[src/rtl/led_scan_pkg.sv]
// led_scan_pkg
// Shared definitions for the LED scan peripheral: register window offsets,
// CTRL/STATUS bit positions, scan FSM encoding and the step-terminal helper.
package led_scan_pkg;

  // Register offsets inside the 4-address window (port_id[1:0]).
  localparam logic [1:0] OFS_CTRL      = 2'd0;
  localparam logic [1:0] OFS_DIV       = 2'd1;
  localparam logic [1:0] OFS_MAN_SWEEP = 2'd2;
  localparam logic [1:0] OFS_STATUS    = 2'd3;

  // CTRL register bit indices.
  localparam int CTRL_EN     = 0;
  localparam int CTRL_MODE   = 1;
  localparam int CTRL_IRQ_EN = 2;
  localparam int CTRL_CLR    = 3;

  // STATUS register bit indices; pos occupies bits [2:0].
  localparam int STAT_RUNNING = 7;
  localparam int STAT_DIR     = 6;
  localparam int STAT_IRQ     = 5;

  // CTRL.mode values.
  localparam logic MODE_BOUNCE = 1'b0;
  localparam logic MODE_WRAP   = 1'b1;

  // Scan FSM encoding.
  typedef enum logic [1:0] {
    ST_IDLE      = 2'd0,
    ST_SCAN_UP   = 2'd1,
    ST_SCAN_DOWN = 2'd2
  } scan_state_t;

  // Last step-counter value before a step; DIV=0 behaves as DIV=1.
  function automatic logic [7:0] step_term(input logic [7:0] div);
    return (div == 8'd0) ? 8'd0 : div - 8'd1;
  endfunction

endpackage

[src/rtl/led_scan_timebase.sv]
// led_scan_timebase
// Tick prescaler (PRESCALE clk cycles per tick) followed by a step divider
// (max(div,1) ticks per step). Both counters are held at zero while clear=1.
// Ports:
//   clk, reset  clock and asynchronous active-low reset
//   clear       hold both counters at zero, suppress step
//   div         live step period in ticks
//   step        one-cycle pulse on the tick where the step counter is terminal
module led_scan_timebase
  import led_scan_pkg::*;
#(
  parameter int PRESCALE = 100000
) (
  input  logic       clk,
  input  logic       reset,
  input  logic       clear,
  input  logic [7:0] div,
  output logic       step
);

  localparam int            TW        = (PRESCALE > 1) ? $clog2(PRESCALE) : 1;
  localparam logic [TW-1:0] TICK_LAST = TW'(PRESCALE - 1);

  logic [TW-1:0] tick_cnt;
  logic [7:0]    step_cnt;
  logic          tick;

  assign tick = !clear && (tick_cnt == TICK_LAST);
  // div is compared live: a new terminal below the current count lets the
  // counter run on and wrap through 255 before it matches again.
  assign step = tick && (step_cnt == step_term(div));

  // NOTE: sequential state uses non-blocking assignments so every register
  // samples pre-edge values, independent of statement order.
  always_ff @(posedge clk or negedge reset) begin
    if (!reset) begin
      tick_cnt <= '0;
      step_cnt <= '0;
    end else if (clear) begin
      tick_cnt <= '0;
      step_cnt <= '0;
    end else begin
      tick_cnt <= tick ? '0 : tick_cnt + 1'b1;
      if (tick) begin
        step_cnt <= step ? 8'd0 : step_cnt + 8'd1;
      end
    end
  end

endmodule

[src/rtl/led_scan_ctrl.sv]
// led_scan_ctrl
// kcpsm6 port-bus peripheral that scans a one-hot LED position in hardware
// (bounce or wrap) and raises a sticky sweep-complete interrupt.
// Ports:
//   clk, reset      clock and asynchronous active-low reset
//   port_id         kcpsm6 port address (4-address window at BASE_ADDR)
//   out_port        kcpsm6 write data
//   write_strobe    write qualifier
//   read_strobe     read qualifier (no read side effects defined)
//   in_port         registered read data, valid 1 cycle after port_id
//   interrupt       level interrupt, held until interrupt_ack or CTRL.clr
//   interrupt_ack   kcpsm6 interrupt acknowledge
//   led_out         registered LED drive
module led_scan_ctrl
  import led_scan_pkg::*;
#(
  parameter int         N_LEDS    = 4,
  parameter logic [7:0] BASE_ADDR = 8'h00,
  parameter int         PRESCALE  = 100000
) (
  input  logic              clk,
  input  logic              reset,
  input  logic [7:0]        port_id,
  input  logic [7:0]        out_port,
  input  logic              write_strobe,
  input  logic              read_strobe,
  output logic [7:0]        in_port,
  output logic              interrupt,
  input  logic              interrupt_ack,
  output logic [N_LEDS-1:0] led_out
);

  localparam logic [2:0] POS_MAX = 3'(N_LEDS - 1);

  // Configuration registers.
  logic              en;
  logic              mode;
  logic              irq_en;
  logic [7:0]        div;
  logic [N_LEDS-1:0] man;

  // Scan and event state.
  scan_state_t state;
  logic [2:0]  pos;
  logic [7:0]  sweep_cnt;
  logic        irq_pending;

  logic       sel;
  logic       wr_ctrl;
  logic       wr_div;
  logic       wr_man;
  logic       clr;
  logic       tb_clear;
  logic       step;
  logic       sweep;
  logic [7:0] rdata;
  logic       unused_read;

  // Reads have no side effects, so the read qualifier is intentionally idle.
  assign unused_read = read_strobe;

  assign sel     = (port_id[7:2] == BASE_ADDR[7:2]);
  assign wr_ctrl = write_strobe && sel && (port_id[1:0] == OFS_CTRL);
  assign wr_div  = write_strobe && sel && (port_id[1:0] == OFS_DIV);
  assign wr_man  = write_strobe && sel && (port_id[1:0] == OFS_MAN_SWEEP);
  assign clr     = wr_ctrl && out_port[CTRL_CLR];

  // Counters stay cleared in IDLE and on the cycle en drops, so a scan
  // always restarts from a fresh tick/step phase.
  assign tb_clear = (state == ST_IDLE) || !en;

  led_scan_timebase #(
    .PRESCALE(PRESCALE)
  ) u_timebase (
    .clk   (clk),
    .reset (reset),
    .clear (tb_clear),
    .div   (div),
    .step  (step)
  );

  // A sweep completes when the position lands back on 0 by a step.
  // NOTE: every variable assigned in always_comb gets a default first so no
  // path leaves it unassigned and no latch is inferred.
  always_comb begin
    sweep = 1'b0;
    if (step) begin
      unique case (state)
        ST_SCAN_UP:   sweep = (pos == POS_MAX) && (mode == MODE_WRAP);
        ST_SCAN_DOWN: sweep = (pos == 3'd1);
        default:      sweep = 1'b0;
      endcase
    end
  end

  // Configuration register writes; clr is a pulse and is not stored.
  always_ff @(posedge clk or negedge reset) begin
    if (!reset) begin
      en     <= 1'b0;
      mode   <= MODE_BOUNCE;
      irq_en <= 1'b0;
      div    <= 8'd0;
      man    <= '0;
    end else begin
      if (wr_ctrl) begin
        en     <= out_port[CTRL_EN];
        mode   <= out_port[CTRL_MODE];
        irq_en <= out_port[CTRL_IRQ_EN];
      end
      if (wr_div) div <= out_port;
      if (wr_man) man <= out_port[N_LEDS-1:0];
    end
  end

  // Scan FSM with registered LED output; LEDs lag the state/pos by a cycle.
  always_ff @(posedge clk or negedge reset) begin
    if (!reset) begin
      state   <= ST_IDLE;
      pos     <= 3'd0;
      led_out <= '0;
    end else begin
      led_out <= (state == ST_IDLE) ? man : (N_LEDS'(1) << pos);
      if (!en) begin
        state <= ST_IDLE;
        pos   <= 3'd0;
      end else begin
        unique case (state)
          ST_IDLE: begin
            state <= ST_SCAN_UP;
            pos   <= 3'd0;
          end
          ST_SCAN_UP: begin
            if (step) begin
              if (pos != POS_MAX) begin
                pos <= pos + 3'd1;
              end else if (mode == MODE_WRAP) begin
                pos <= 3'd0;
              end else begin
                pos   <= pos - 3'd1;
                state <= ST_SCAN_DOWN;
              end
            end
          end
          ST_SCAN_DOWN: begin
            if (step) begin
              pos <= pos - 3'd1;
              if (pos == 3'd1) state <= ST_SCAN_UP;
            end
          end
          default: begin
            state <= ST_IDLE;
            pos   <= 3'd0;
          end
        endcase
      end
    end
  end

  // Sweep counter and sticky interrupt. A sweep on the same edge as ack/clr
  // wins: the counter restarts at 1 and the interrupt stays pending.
  always_ff @(posedge clk or negedge reset) begin
    if (!reset) begin
      sweep_cnt   <= 8'd0;
      irq_pending <= 1'b0;
    end else begin
      if (sweep) begin
        sweep_cnt <= clr ? 8'd1 : sweep_cnt + 8'd1;
      end else if (clr) begin
        sweep_cnt <= 8'd0;
      end

      if (sweep && irq_en) begin
        irq_pending <= 1'b1;
      end else if (interrupt_ack || clr) begin
        irq_pending <= 1'b0;
      end
    end
  end

  assign interrupt = irq_pending;

  // Read mux, decoded from port_id alone; unmapped addresses read 0.
  always_comb begin
    rdata = 8'h00;
    if (sel) begin
      unique case (port_id[1:0])
        OFS_CTRL: begin
          rdata[CTRL_EN]     = en;
          rdata[CTRL_MODE]   = mode;
          rdata[CTRL_IRQ_EN] = irq_en;
        end
        OFS_DIV:       rdata = div;
        OFS_MAN_SWEEP: rdata = sweep_cnt;
        OFS_STATUS: begin
          rdata[STAT_RUNNING] = (state != ST_IDLE);
          rdata[STAT_DIR]     = (state == ST_SCAN_DOWN);
          rdata[STAT_IRQ]     = irq_pending;
          rdata[2:0]          = pos;
        end
        default: rdata = 8'h00;
      endcase
    end
  end

  always_ff @(posedge clk or negedge reset) begin
    if (!reset) begin
      in_port <= 8'h00;
    end else begin
      in_port <= rdata;
    end
  end

endmodule

[config.mk]
export PLATFORM = sky130hd
export DESIGN_NAME = led_scan_ctrl
export DESIGN_NICKNAME = d
export VERILOG_FILES = /design/src/rtl/led_scan_pkg.sv /design/src/rtl/led_scan_timebase.sv /design/src/rtl/led_scan_ctrl.sv
export SDC_FILE = /design/constraint.sdc
export NUM_CORES = 1
export LEC_CHECK = 0
export BUFFER_PORTS_ARGS = -buffer_cell sky130_fd_sc_hd__buf_2
export CAP_MARGIN = 5
export CORE_MARGIN = 8
export CORE_UTILIZATION = 35
export CTS_CLUSTER_DIAMETER = 30
export DETAILED_ROUTE_END_ITERATION = 8
export SETUP_SLACK_MARGIN = 0.2
export SYNTH_ARGS = -nofsm -noshare
export SYNTH_HDL_FRONTEND = slang
export SYNTH_HIERARCHICAL = 1
export SYNTH_SLANG_ARGS = --single-unit
[constraint.sdc]
create_clock -name clk -period 4.48 [get_ports clk]
set_clock_uncertainty 0.2 [all_clocks]
set_input_delay 0.896 -clock clk [delete_from_list [all_inputs] [get_ports clk]]
set_output_delay 0.896 -clock clk [all_outputs]
set_load 0.05 [all_outputs]
======== Yosys cells after proc, flatten, opt, wreduce, memory -nomap -nowiden ========
Cells that the tools add are included.
storage, ports and cells
  output and inout bits ................... 13
  input port bits ......................... 21
  flip-flop bits (word level) ............. 66
  logic and storage cells ................. 89
cells by class
  add/subtract/negate cells ............... 6
  shift operators ......................... 1
  equality and inequality tests ........... 15
  muxes and demuxes ....................... 31
  reductions and logical operators ........ 23
operators with widths
  kind                     number
  $mux W8                  8
  $mux W17                 2
  $add A17 B1 Y17 const B  1
  $eq A17 B17 Y1 const B   1
  $add A8 B1 Y8 const B    2
  $mux W3                  5
  $mux W2                  6
  $pmux W3 S4              1
  $logic_and A1 B1 Y1      9
  $ne A3 B2 Y1 const B     3
  $ne A3 B3 Y1 const B     3
  $pmux W3 S3              1
  $eq A8 B8 Y1             1
  $logic_not A8 Y1         1
  $reduce_bool A2 Y1       4
  $sub A8 B1 Y8 const B    1
  $eq A2 B2 Y1 const B     3
  $logic_not A6 Y1         1
  $pmux W2 S3              1
  $pmux W3 S2              1
  $reduce_and A5 Y1        1
  $eq A2 B1 Y1 const B     2
  $logic_not A2 Y1         2
  $mux W4                  1
  other kinds (11)         15

======== Longest topological paths before layout ========
  word-level depth ........................ 8
  mapped depth ............................ 13
  depth with buffers taken out ............ 12

======== Hierarchy ========
The synthesis kept the hierarchy.
by module, submodules not included
  module             instances  area an instance (um^2)  sequential area each (um^2)  cells each
  led_scan_ctrl      1          2,133.3                  1,026.0                      194
  led_scan_timebase  1          1,611.5                  625.6                        177

======== Worst setup path after synthesis ========
No wires, ideal clock.
  kind .................................... register -> register
  start point ............................. reg div[0]
  end point ............................... reg state[1]
  setup slack ............................. 1.383 ns
  clock period less this slack ............ 3.097 ns
  setup time .............................. 0.119 ns
  path buffers ............................ 1
  data required time ...................... 4.161 ns
  stages on the path, launching flop included .. 14
  arrival ................................. 2.778 ns
  path through ............................ dfrtp_1 inv_1 ha_1 nand2b_4 or4_4 and3_1 a211oi_2 nand4_1 buf_6 nor2_1 nand4bb_1 a22oi_1 mux2i_1 nor2_1
between the ends
  cells in the longest elaborated chain, start to end .. 6
  elaborated cells between the ends (all ways) .. 8
  those cells by class .................... 1 x add/sub; 3 x eq/ne; 1 x mux; 3 x reduce/logical
ends and longest elaborated chain
  what                                                      RTL line                 RTL
  start, declared                                           led_scan_ctrl.sv:39      logic [7:0] div;
  start signal, assigned                                    led_scan_ctrl.sv:110     if (wr_div) div <= out_port;
  $sub A8 B1 Y8 / $logic_not A8 Y1 (equally long branches)  led_scan_pkg.sv:36       return (div == 8'd0) ? 8'd0 : div - 8'd1;
  $mux W8 *                                                 led_scan_pkg.sv:36
  $eq A8 B8 Y1 *                                            led_scan_timebase.sv:31  assign step = tick && (step_cnt == step_term(div));
  $logic_and A1 B1 Y1 *                                     led_scan_timebase.sv:31
  named net step                                            led_scan_ctrl.sv:54      logic step;
  $ne A3 B2 Y1 (no source line)                             -
  $reduce_and A5 Y1 (no source line) *                      -
  end signal, assigned                                      led_scan_ctrl.sv:118     state <= ST_IDLE;
  end signal, assigned                                      led_scan_ctrl.sv:124     state <= ST_IDLE;
  end signal, assigned                                      led_scan_ctrl.sv:129     state <= ST_SCAN_UP;
  end, declared                                             led_scan_ctrl.sv:43      scan_state_t state;
The timed path passes the listed nets; every way through them passes the cells marked *.
A chain may end at the register's enable or synchronous reset.

======== Worst setup path in the final report ========
Same ends and word-level chain as after synthesis.

==> summary.json <==
{
  "number_of_endpoints_failing_setup_at_the_final_stage": 0,
  "core_area_mm2": 0.01037,
  "post_synth.cell_area_avg_um2": 10.09,
  "max_cap_violations": 0,
  "r2r.worst_path.cells": 13,
  "run_status": "completed",
  "io_buffers": 32,
  "synth.yosys.warnings": 6,
  "core.rowCount": 37,
  "timing.final.crit_period_ns": 3.573,
  "peakVddDrop_v": 0.0001174,
  "synth_seq_area_share_pct": 44.10,
  "die_area_mm2": 0.01427,
  "grt_resource_usage_total_pct": 11.97,
  "post_synth_instance_area_mm2": 0.003745,
  "asyncSetResetFlopFracSynth_pct": 100.0,
  "finish.net_count": 444,
  "clock-sinks": 66,
  "cts.repair_timing.setup_buffer_count": 0,
  "dpl.cell_count": 529,
  "grt_pass1_wl_um": 14010,
  "final_slew_viol_count": 0,
  "synth_edf_count": 0,
  "critical_path.cell_chain": "inv_1 -> ha_1 -> nor4b_2 -> and2_1 -> o32a_1 -> a211oi_2 -> nand4_1 -> buf_4 -> nor2_1 -> nand4bb_1 -> a22oi_1 -> mux2i_1 -> nor2_1",
  "post-layout-total-power_uw": 1213,
  "cts-root-to-sink-buffers": 2,
  "globalRouteOverflowTotal": 0,
  "number_of_antenna_violating_nets_in_the_routed_design": 0,
  "numCtsBuffers": 9,
  "start_util_pct": 36.11,
  "fill_cells": 1045,
  "via_count": 2788,
  "final_min_period_over_clock_period_pct": 79.76,
  "timing.hold.worst_endpoint": "led_out[1]",
  "wire_length_per_cell_um": 15.05,
  "pin_count": 34,
  "worst_path_required_ns": 4.50,
  "place.gp.congestion": 0.7834,
  "final_common_cell": "dfrtp_1",
  "ys_dominant_reg_cell": "dfrtp_1",
  "post-dp-hpwl_um": 6026,
  "r2r_start": "div[0]",
  "maxSlewHeadroom_pct": 51.79,
  "final_routed_wirelength_across_all_metal_layers_um": 8189,
  "worst_path_most_repeated_cell": "nor2_1",
  "hold_path.class": "flop to flop",
  "clk_root_buffer_cell": "clkbuf_8",
  "worst-path-max-fanout": 11,
  "die_height_um": 119.4,
  "grt_max_degree": 36,
  "synthCells": 371,
  "cp_num_buf_inv": 2,
  "endpoint_kind": "flop",
  "post_cts_resize_count": 0,
  "vias_per_cell": 5.125,
  "crit_arrival_ns": 3.60,
  "max_freq_mhz": 279.9,
  "synth.top_cells.by_area": "dfrtp_1, ha_1, mux2_2",
  "initial_antenna_violation_count": 0,
  "drive_gt1_share_pct": 20.34,
  "static-leakage-power_uw": 0.001827,
  "die_w_um": 119.4,
  "path_delay_family": "simple AND/OR/NAND/NOR gates",
  "post_layout_nonfiller_instances": 544,
  "timing.final.hold_violations": 0,
  "antennaDiodeCount": 0,
  "worst_setup_path_start_kind": "flop",
  "final.setup.tns_ns": 0,
  "synth.ff_latch_count": 66,
  "synth.net_count": 411,
  "reg2reg_setup_slack_ns": 0.91,
  "worst_path_max_delay_cell": "dfrtp_1",
  "synthDominantCellAreaShare_pct": 44.10,
  "timing.setup.critical_path_class": "flop to flop",
  "power_density_mw_per_mm2": 289.0,
  "post_synth_num_cell_types": 60,
  "synth_largest_area_cell": "dfrtp_1",
  "whs_path_depth": 2,
  "dr.pass1.iters": 5,
  "cts_hold_buffers": 0,
  "htreeDepth": 3,
  "grt_setup_unrepaired": "no",
  "hold_path_startpoint": "man[1]",
  "first_global_vias": 2862,
  "most_frequent_cells_in_the_layout": "dfrtp_1, nor2_1, buf_2, nand2_1, ha_1",
  "detail_route.iter0.violations": 199,
  "critical_r2r_capture": "state[1]",
  "crit_path_max_incr_delay_ns": 0.43,
  "drc_errors": 0,
  "cts.reportedPaths.clkPinSlew_ns": 0.07,
  "clk-insertion-delay-late_ns": 0.34,
  "worst_pin_slew_ns": 0.7231,
  "layout-area-overhead-vs-synth_pct": 12.09,
  "tritoncts": "done"
}
-- logic make-up after synthesis --
logic type	share of synthesized area (%)
AO/OA/AOI/OAI	9.857
multiplexers	6.148
flip-flops	44.10
AND/OR/NAND/NOR	23.36
buffers and inverters	3.174
XOR/XNOR	7.016
adder cells (fa/ha/maj)	6.348
-- power by group --
group          internal (uW)  switching (uW)
clock                    213             228
sequential               608            15.5
combinational           63.4            85.4
-- worst max-delay path by stage --
stage	slack, ns	end	cells past startpoint	from
6_report	0.91	state[1]	13	div[0]
5_1_grt	0.70	state[1]	13	div[0]
4_1_cts	0.92	state[1]	13	div[0]
3_5_place_dp	0.95	state[1]	13	div[0]
3_3_place_gp	0.98	state[1]	13	div[0]
2_1_floorplan	1.38	state[1]	13	div[0]
-- sequential cells by signal, summed over array words and instances, names as in the netlist --
name	flops
interrupt	1
u_timebase/tick_cnt	17
sweep_cnt	8
en	1
div	8
led_out	4
irq_en	1
in_port	8
u_timebase/step_cnt	8
mode	1
man	4
state	2
pos	3
-- final cells by class --
| class | instances | area, um^2 | area share (%) |
|---|---|---|---|
| clock buffers | 11 | 141.4 | 3.368 |
| clock inverters | 4 | 28.78 | 0.6855 |
| inverters | 13 | 48.80 | 1.162 |
| multi-input cells | 279 | 1974 | 47.03 |
| flip-flops and latches | 66 | 1652 | 39.34 |
| well taps | 136 | 170.2 | 4.054 |
| repair buffers | 35 | 182.7 | 4.352 |
-- cell usage after synthesis, types with 3 or more instances --
library cell and n:
a21oi_1 7, a222oi_1 6, a22oi_1 4, a31oi_1 3
and2_1 5, and3_1 5, and4_1 3, clkbuf_1 8
dfrtp_1 66, ha_1 19, inv_1 13, mux2_2 16
mux2i_1 5, nand2_1 27, nand2b_1 6, nand3_1 18
nand3b_1 3, nand4_1 7, nand4b_1 4, nor2_1 48
nor3_1 9, o21ai_0 13, or2_2 3, xnor2_1 18
xor2_1 12
-- per-stage QoR --
step                      setup slack, ns  cell area, um^2  util [%]  hold slack (ns)
after CTS                          0.9209             4198     40.48           0.2900
after detailed placement           0.9488             4028     38.84           0.2719
after floorplan                     1.383             3745         -           0.2444
after global placement             0.9849             4028     38.84           0.2684
after global routing               0.6962             4198     40.48           0.2967
final                              0.9069             4198     40.48           0.2873
-- layer usage --
| metal | vias up | GRT usage, % | part of all wire, % |
|---|---|---|---|
| li1 | 1387 | - | - |
| met5 | - | 0 | 0 |
| met3 | 10 | 2.787 | 2.4 |
| met4 | 0 | 3.903 | 1.1 |
| met2 | 32 | 19.84 | 49 |
| met1 | 1359 | 15.04 | 48 |
-- worst reg2reg max path, cell delays in order, from the launching register on --
cell	delay (ns)
dfrtp_1	0.43
inv_1	0.10
ha_1	0.27
nor4b_2	0.21
and2_1	0.19
o32a_1	0.37
a211oi_2	0.24
nand4_1	0.12
buf_4	0.19
nor2_1	0.37
nand4bb_1	0.16
a22oi_1	0.34
mux2i_1	0.22
nor2_1	0.06
Note: power is estimated with default switching activity, not from simulation.
